File: config.mk
export PLATFORM = sky130hd
export DESIGN_NAME = serial_add_ctrl
export DESIGN_NICKNAME = d
export VERILOG_FILES = /design/src/rtl/serial_add_pkg.sv /design/src/rtl/nibble_add4.sv /design/src/rtl/serial_add_ctrl.sv
export SDC_FILE = /design/constraint.sdc
export NUM_CORES = 1
export LEC_CHECK = 0
export ABC_AREA = 1
export CAP_MARGIN = 20
export CELL_PAD_IN_SITES_DETAIL_PLACEMENT = 2
export CELL_PAD_IN_SITES_GLOBAL_PLACEMENT = 2
export CORE_MARGIN = 2
export CORE_UTILIZATION = 29
export CTS_CLUSTER_DIAMETER = 50
export DETAILED_ROUTE_END_ITERATION = 16
export PLACE_DENSITY = 0.83
export REMOVE_ABC_BUFFERS = 1
export SYNTH_ARGS = -nofsm -noshare
export SYNTH_HDL_FRONTEND = slang
export SYNTH_SLANG_ARGS = --single-unit
File: constraint.sdc
create_clock -name clk -period 3.2 [get_ports clk]
set_clock_uncertainty 0.05 [all_clocks]
set_input_delay 0.64 -clock clk [delete_from_list [all_inputs] [get_ports clk]]
set_output_delay 0.64 -clock clk [all_outputs]
set_load 0.02 [all_outputs]
File: src/rtl/serial_add_pkg.sv
// Shared types and constants for the nibble-serial adder controller.
package serial_add_pkg;

    localparam int NIBBLE_W = 4;

    typedef enum logic [1:0] {
        IDLE = 2'b00,
        ADD  = 2'b01,
        DONE = 2'b10
    } state_t;

    // Width of the nibble index: ceil(log2(width/NIBBLE_W)), never below 1.
    function automatic int idx_width(input int width);
        int nib;
        nib = width / NIBBLE_W;
        return (nib > 1) ? $clog2(nib) : 1;
    endfunction

endpackage

File: src/rtl/nibble_add4.sv
// Purely combinational 4-bit full adder shared by every nibble step.
module nibble_add4
    import serial_add_pkg::*;
(
    output logic [NIBBLE_W-1:0] sum,
    output logic                carryOut,
    input  logic [NIBBLE_W-1:0] a,
    input  logic [NIBBLE_W-1:0] b,
    input  logic                carryIn
);

    assign {carryOut, sum} = {1'b0, a} + {1'b0, b} + {{NIBBLE_W{1'b0}}, carryIn};

endmodule

File: src/rtl/serial_add_ctrl.sv
// WIDTH-bit adder sequenced one nibble per clock through a single 4-bit adder.
// Define SERIAL_ADD_OVF_EN to add the registered signed-overflow output ovf.
module serial_add_ctrl
    import serial_add_pkg::*;
#(
    parameter int WIDTH = 16
) (
    input  logic             clk,
    input  logic             rstN,
    input  logic             inValid,
    output logic             inReady,
    input  logic [WIDTH-1:0] a,
    input  logic [WIDTH-1:0] b,
    input  logic             carryIn,
    output logic             outValid,
    input  logic             outReady,
    output logic [WIDTH-1:0] sum,
    output logic             carryOut,
    output logic             busy
`ifdef SERIAL_ADD_OVF_EN
    ,
    output logic             ovf
`endif
);

    localparam int NIB = WIDTH / NIBBLE_W;
    localparam int IW  = idx_width(WIDTH);
    localparam logic [IW-1:0] LAST_IDX = IW'(NIB - 1);

    state_t               state_q;
    state_t               state_d;
    logic [IW-1:0]        idx_q;
    logic [WIDTH-1:0]     a_q;
    logic [WIDTH-1:0]     b_q;
    logic [WIDTH-1:0]     sum_q;
    logic                 carry_q;
    logic                 carry_out_q;
    logic [NIBBLE_W-1:0]  a_nib;
    logic [NIBBLE_W-1:0]  b_nib;
    logic [NIBBLE_W-1:0]  nib_sum;
    logic                 nib_carry;
    logic                 accept;
    logic                 last_nib;

    assign accept   = (state_q == IDLE) && inValid;
    assign last_nib = (idx_q == LAST_IDX);

    assign a_nib = a_q[int'(idx_q) * NIBBLE_W +: NIBBLE_W];
    assign b_nib = b_q[int'(idx_q) * NIBBLE_W +: NIBBLE_W];

    nibble_add4 u_nibble_add4 (
        .sum      (nib_sum),
        .carryOut (nib_carry),
        .a        (a_nib),
        .b        (b_nib),
        .carryIn  (carry_q)
    );

    always_comb begin
        state_d = state_q;
        case (state_q)
            IDLE:    if (inValid)  state_d = ADD;
            ADD:     if (last_nib) state_d = DONE;
            DONE:    if (outReady) state_d = IDLE;
            default:               state_d = IDLE;
        endcase
    end

    always_ff @(posedge clk or negedge rstN) begin
        if (!rstN) begin
            state_q <= IDLE;
        end else begin
            state_q <= state_d;
        end
    end

    // Operand capture on accept, then one nibble of the sum per ADD cycle.
    always_ff @(posedge clk or negedge rstN) begin
        if (!rstN) begin
            a_q         <= '0;
            b_q         <= '0;
            sum_q       <= '0;
            idx_q       <= '0;
            carry_q     <= 1'b0;
            carry_out_q <= 1'b0;
        end else if (accept) begin
            a_q         <= a;
            b_q         <= b;
            sum_q       <= '0;
            idx_q       <= '0;
            carry_q     <= carryIn;
            carry_out_q <= 1'b0;
        end else if (state_q == ADD) begin
            sum_q[int'(idx_q) * NIBBLE_W +: NIBBLE_W] <= nib_sum;
            carry_q <= nib_carry;
            if (last_nib) begin
                idx_q       <= '0;
                carry_out_q <= nib_carry;
            end else begin
                idx_q <= idx_q + 1'b1;
            end
        end
    end

`ifdef SERIAL_ADD_OVF_EN
    logic ovf_q;

    // The top nibble lands in sum_q on the same edge, so use nib_sum's MSB.
    always_ff @(posedge clk or negedge rstN) begin
        if (!rstN) begin
            ovf_q <= 1'b0;
        end else if (accept) begin
            ovf_q <= 1'b0;
        end else if (state_q == ADD && last_nib) begin
            ovf_q <= (a_q[WIDTH-1] == b_q[WIDTH-1]) &&
                     (nib_sum[NIBBLE_W-1] != a_q[WIDTH-1]);
        end
    end

    assign ovf = ovf_q;
`endif

    assign inReady  = (state_q == IDLE);
    assign outValid = (state_q == DONE);
    assign busy     = (state_q != IDLE);
    assign sum      = sum_q;
    assign carryOut = carry_out_q;

endmodule

Yosys cells after proc, flatten, opt, wreduce, memory -nomap -nowiden
Cells that the tools add are included.
- register bits: 54
- bits of input ports: 37
- output and inout port bits: 20
- word-level logic and storage cells: 43
- add/subtract/negate cells: 4
- eq/ne operators: 6
- shift operators: 4
- multiplexer cells: 15
- reductions and logical operators: 7
- operators with widths (cell ; number):
    4-bit negation with 33-bit output ; 1
    4-bit by 33-bit variable shift with 16-bit output, first input constant ; 1
    4-bit by 33-bit variable part select with 16-bit output ; 1
    16-bit two-way mux ; 2
    16-bit by 5-bit variable part select with 4-bit output ; 2
    16-bit bitwise mux ; 1
    2-bit two-way mux ; 6
    2-bit one-hot mux with 3 select lines ; 1
    2-bit nonzero test ; 3
    4-bit by 4-bit adder with 5-bit output ; 1
    5-bit by 1-bit adder with 5-bit output ; 1
    1-bit two-way mux ; 5
    2-bit equality test, second input constant ; 2
    2-bit != test, second input constant ; 2
    3-bit AND reduction ; 1
    2-bit by 1-bit adder with 2-bit output, second input constant ; 1
    2-bit by 1-bit equality test with 1-bit output, second input constant ; 1
    2-bit logical NOT ; 1
    2-bit by 1-bit != test with 1-bit output, second input constant ; 1
    2-bit AND reduction ; 1
    1-bit logical AND ; 1

Depth between registers and ports, before layout
- word-level depth: 7
- mapped depth: 12
- gate-level depth less buffers: 10

Hierarchy
Synthesis repeated with hierarchy kept, for this count alone.
- cell total of the unflattened synthesis: 375
- area total of the unflattened synthesis: 2920.3 sq um
- by module, submodules not included (module ; times used ; cells an instance ; area an instance (sq um) ; sequential area each (sq um)):
    serial_add_ctrl ; 1 ; 350 ; 2755.1 ; 1351.3
    nibble_add4 ; 1 ; 25 ; 165.2 ; 0.0

Worst setup path before layout
OpenSTA, ideal clock, no wires.
- path kind: reg-to-reg
- from: register idx_q[0]
- to: register sum_q[6], in the netlist sum[6]
- data arrival time: 2.271 ns
- path slack: 0.796 ns
- cell stages (with the launch flop): 12
- path buffers: 2
- period minus slack after synthesis: 2.404 ns
- cell sequence: dfrtp_1 > buf_2 > inv_1 > buf_2 > nor2_1 > o22ai_1 > fa_1 > fa_1 > xnor2_1 > nor2_1 > nand2_1 > o21ai_0
- word-level cells in the longest chain between the ends: 7
- RTL lines (element ; RTL line ; RTL):
    from (decl) ; serial_add_ctrl.sv:32 ; logic [IW-1:0] idx_q;
    from (signal assigned) ; serial_add_ctrl.sv:100 ; idx_q <= idx_q + 1'b1;
    16-bit by 5-bit variable part select with 4-bit output (on tied branches) ; serial_add_ctrl.sv:48, serial_add_ctrl.sv:49 ;
    4-bit by 4-bit adder with 5-bit output ; nibble_add4.sv:12 ; assign {carryOut, sum} = {1'b0, a} + {1'b0, b} + {{NIBBLE_W{1'b0}}, carryIn};
    5-bit by 1-bit adder with 5-bit output ; nibble_add4.sv:12 ;
    4-bit by 33-bit variable part select with 16-bit output ; serial_add_ctrl.sv:94 ; sum_q[int'(idx_q) * NIBBLE_W +: NIBBLE_W] <= nib_sum;
    16-bit bitwise mux (*) ; serial_add_ctrl.sv:94 ;
    16-bit two-way mux (*) ; serial_add_ctrl.sv:93 ; end else if (state_q == ADD) begin
    16-bit two-way mux (*) ; serial_add_ctrl.sv:86 ; end else if (accept) begin
    to (signal, indexed assignment) ; serial_add_ctrl.sv:94 ;
    to (decl) ; serial_add_ctrl.sv:35 ; logic [WIDTH-1:0] sum_q;
Mark *: on every way between the ends. The rest lies on a longest branch, timed or not. The select of a mux whose other input is x is not followed.
A chain may end at the register's enable or synchronous reset.

Worst setup path in the final report
- from: register idx_q[0]
- to: register carry_q
- word-level cells in the longest chain between the ends: 5
- RTL lines (element ; RTL line ; RTL):
    16-bit by 5-bit variable part select with 4-bit output (on tied branches) ; serial_add_ctrl.sv:48, serial_add_ctrl.sv:49 ;
    4-bit by 4-bit adder with 5-bit output (*) ; nibble_add4.sv:12 ;
    5-bit by 1-bit adder with 5-bit output (*) ; nibble_add4.sv:12 ;
    1-bit two-way mux (*) ; serial_add_ctrl.sv:93 ;
    1-bit two-way mux (*) ; serial_add_ctrl.sv:86 ;
    to (signal assigned) ; serial_add_ctrl.sv:91 ; carry_q <= carryIn;
    to (signal assigned) ; serial_add_ctrl.sv:95 ; carry_q <= nib_carry;
    to (decl) ; serial_add_ctrl.sv:36 ; logic carry_q;
Marks and branches as above.

==> metrics.yaml <==
timing:
  setup_viol: 0
  fmax_mhz: 366
  worst_slew_pin_slew_ps: 579
  setup_tns_ps: 0
  hold_ws_ps: 273
  period_share_pct: 85.3
  relSlewSlack_pct: 61.3
  fin_crit_ps: 2730
  rsz0062_at_grt: "false"
  finalMaxSlewViolations: 0
  hold_viol: 0
critical_path:
  r2r_start: "idx_q[0]$_DFFE_PN0P_"
  slowest_delay_ps: 440
  critical_path.endpoint_type: "flip-flop"
  ff2ff_setup_slack_ps: 470
  slowest_stage: "fa_1"
  crit_fanout: 26
  reg2reg_depth: 9
  crit_arrival_ps: 2860
  crit_path_cell_trace: "buf_4 -> o21ai_0 -> o22ai_1 -> fa_1 -> fa_1 -> nand2_1 -> a21oi_1 -> o21ai_0 -> o21ai_1"
  crit_path_start: "idx_q[0]$_DFFE_PN0P_"
  required_ps: 3330
  crit_type: "reg2reg"
  r2r-end: "carry_q$_DFFE_PN0P_"
  critPathCapture: "carry_q$_DFFE_PN0P_"
  startpoint_type: "flip-flop"
die:
  start_util_pct: 29.9
  io_pins: 57
  die-area_um2: 9750
  dieHeight_um: 98.8
  die_w_um: 98.8
  core-area_um2: 8720
  rows: 34
synth:
  synth_compound_area_share_pct: 8.89
  avgSynthCellArea_um2: 8.16
  ys_ff_latch: 54
  synthXorXnorAreaFrac_pct: 0.336
  seq_area_frac_synth_pct: 51.9
  synth-adder-area-share_pct: 4.90
  yosys.area_share.simple_pct: 28.2
  synth_warnings: 0
  yosys-mux-area-fraction_pct: 0
  syn-instance-count: 319
  synth_top_family_by_area: "simple AND/OR/NAND/NOR gates"
  ys_types: 25
  synth_area_um2: 2600
global_route:
  busiest_layer: "met2"
  grt_pass1_wl_um: 13000
  grt_pass1_vias: 2661
  grt_antenna_before_repair: 0
  met2_usage_pct: 29.8
  globalRouteMet3Util_pct: 2.62
  overflow: 0
  grt_start_max_net_pins: 36
  globalRouteMet1Util_pct: 20.0
  grt_usage_pct: 16.2
detailed_routing:
  wirelength_um: 7390
  wl_per_cell_um: 15.3
  viasPerCell: 4.86
  drt_iter0_markers: 74
  drc: 0
  drtAntennaViolNets: 0
  vias: 2347
  dr.pass1.iters: 4
placement:
  dp_hpwl_um: 5540
  port_buffers: 56
  placed_area_um2: 3270
  dp_cells: 477
  gp_congestion: 0.788
cts:
  cts_tree: "yes"
  cts_sinks: 54
  postCtsSetupBuffers: 0
  hold_buffers: 0
  clock_latency_ps: 310
  clock-root-buffer: "clkbuf_8"
  clockBufferDepth: 2
  numCtsBuffers: 5
  clk_pin_slew_ps: 100
  h-tree-depth: 2
  cts_resized: 0
layout:
  drive_above_1_share_pct: 6.13
  areaGrowthSynthToFinish_pct: 28.6
  antenna_cells: 0
  finalNetCount: 422
  final_cell_area_um2: 3350
  final_cells: 483
pwr:
  peakVddDrop_mv: 0.324
  powerDensity_nw_per_um2: 1080
  leakage_nw: 1.63
run_status:
  outcome: "completed"
flow_run:
  maxCapViolations: 0
min_path:
  hold_path_class: "in2async"
==> cells in the final DEF (no fill, tap or decap) <==
cell type / count
ha_1: 7
o21ai_0: 24
nand2_2: 2
a21oi_1: 2
inv_1: 16
nand2_1: 128
nor2_4: 1
xnor2_1: 1
clkinv_1: 1
inv_2: 2
nor2_2: 3
clkdlybuf4s50_1: 55
clkinv_2: 1
nor2_1: 20
nor3_1: 2
nand4_1: 4
fa_1: 2
buf_2: 1
o22ai_1: 9
buf_4: 6
dfrtp_1: 54
o21ai_1: 9
nand3_1: 18
nand2_4: 1
clkbuf_8: 6
==> stage by stage <==
| step | utilization, % | power (mW) | setup slack, ps |
|---|---|---|---|
| finish | 38.4 | 3.62 | 471 |
| global route | 38.4 | 3.98 | 337 |
| CTS | 38.4 | 3.71 | 480 |
| detailed placement | 37.4 | 3.29 | 514 |
| global placement | 37.4 | 3.17 | 653 |
| floorplan | - | 2.46 | 385 |
==> critical path: cells and delay by family (launching register included) <==
family / cells / cell delay (ps)
and+or+nand+nor: 1 / 80
AOI/OAI and AO/OA: 5 / 970
adders and majority gates: 2 / 860
buffers and inverters: 1 / 230
DFF: 1 / 400
==> sequential cells by signal (all words and copies together), names as in the netlist <==
| register | cells |
|---|---|
| a_q | 16 |
| b_q | 16 |
| sum | 16 |
| idx_q | 2 |
| state_q | 2 |
| carryOut | 1 |
| carry_q | 1 |
==> cell families (layout without fill, tap and decap cells) <==
kind of cell	count (synthesis)	after routing
adders and majority gates	9	9
xor gates and xnor gates	1	1
AOI/OAI and AO/OA	44	44
buffers and inverters	32	88
and+or+nand+nor	179	179
DFF	54	54
==> where the power goes <==
| group | internal, mW | total, mW | switching [mW] |
|---|---|---|---|
| logic | 0.757 | 2.08 | 1.33 |
| registers | 0.974 | 1.15 | 0.178 |
| clock network | 0.168 | 0.390 | 0.222 |
| total | 1.90 | 3.62 | 1.73 |
==> synth_stat cells <==
cell type | count | area, um2
nand2_1 | 128 | 480
nand4_1 | 4 | 25.0
fa_1 | 2 | 40.0
buf_4 | 1 | 7.51
buf_2 | 8 | 40.0
inv_2 | 2 | 7.51
o21ai_0 | 24 | 120
nor3_1 | 2 | 10.0
nand3_1 | 18 | 90.1
nand2_4 | 1 | 11.3
clkinv_1 | 1 | 3.75
clkinv_2 | 1 | 5.00
buf_6 | 2 | 22.5
a21oi_1 | 2 | 10.0
ha_1 | 7 | 87.6
dfrtp_1 | 54 | 1350
inv_1 | 16 | 60.1
nor2_2 | 3 | 18.8
o21ai_1 | 9 | 45.0
clkbuf_1 | 1 | 3.75
xnor2_1 | 1 | 8.76
nand2_2 | 2 | 12.5
nor2_1 | 20 | 75.1
nor2_4 | 1 | 11.3
o22ai_1 | 9 | 56.3
==> per-layer routing <==
metal / wire, um / part of all wire, %
met1: 3240 / 44
met2: 3840 / 52
met3: 221 / 3.0
met4: 85 / 1.2
met5: 0 / 0
==> how the worst min path moves through the flow <==
| stage | from | endpoint | slack, ps | cells past startpoint |
|---|---|---|---|---|
| final | rstN | sum[14]$_DFFE_PN0P_ | 270 | 2 |
| after global routing | rstN | idx_q[0]$_DFFE_PN0P_ | 300 | 2 |
| after CTS | rstN | sum[12]$_DFFE_PN0P_ | 280 | 2 |
| after detailed placement | a_q[6]$_DFFE_PN0P_ | a_q[6]$_DFFE_PN0P_ | 410 | 2 |
| after global placement | a_q[9]$_DFFE_PN0P_ | a_q[9]$_DFFE_PN0P_ | 410 | 2 |
| after floorplan | rstN | a_q[0]$_DFFE_PN0P_ | 290 | 0 |
==> final cells by class <==
class / count / area [um2]
clock buffers: 6 / 82.6
fillers: 1010 / 5370
inverters: 20 / 76.3
multi-input cells: 233 / 1100
flip-flops and latches: 54 / 1350
well taps: 108 / 135
repair buffers: 62 / 601
Note: power is estimated with default switching activity, not from simulation.
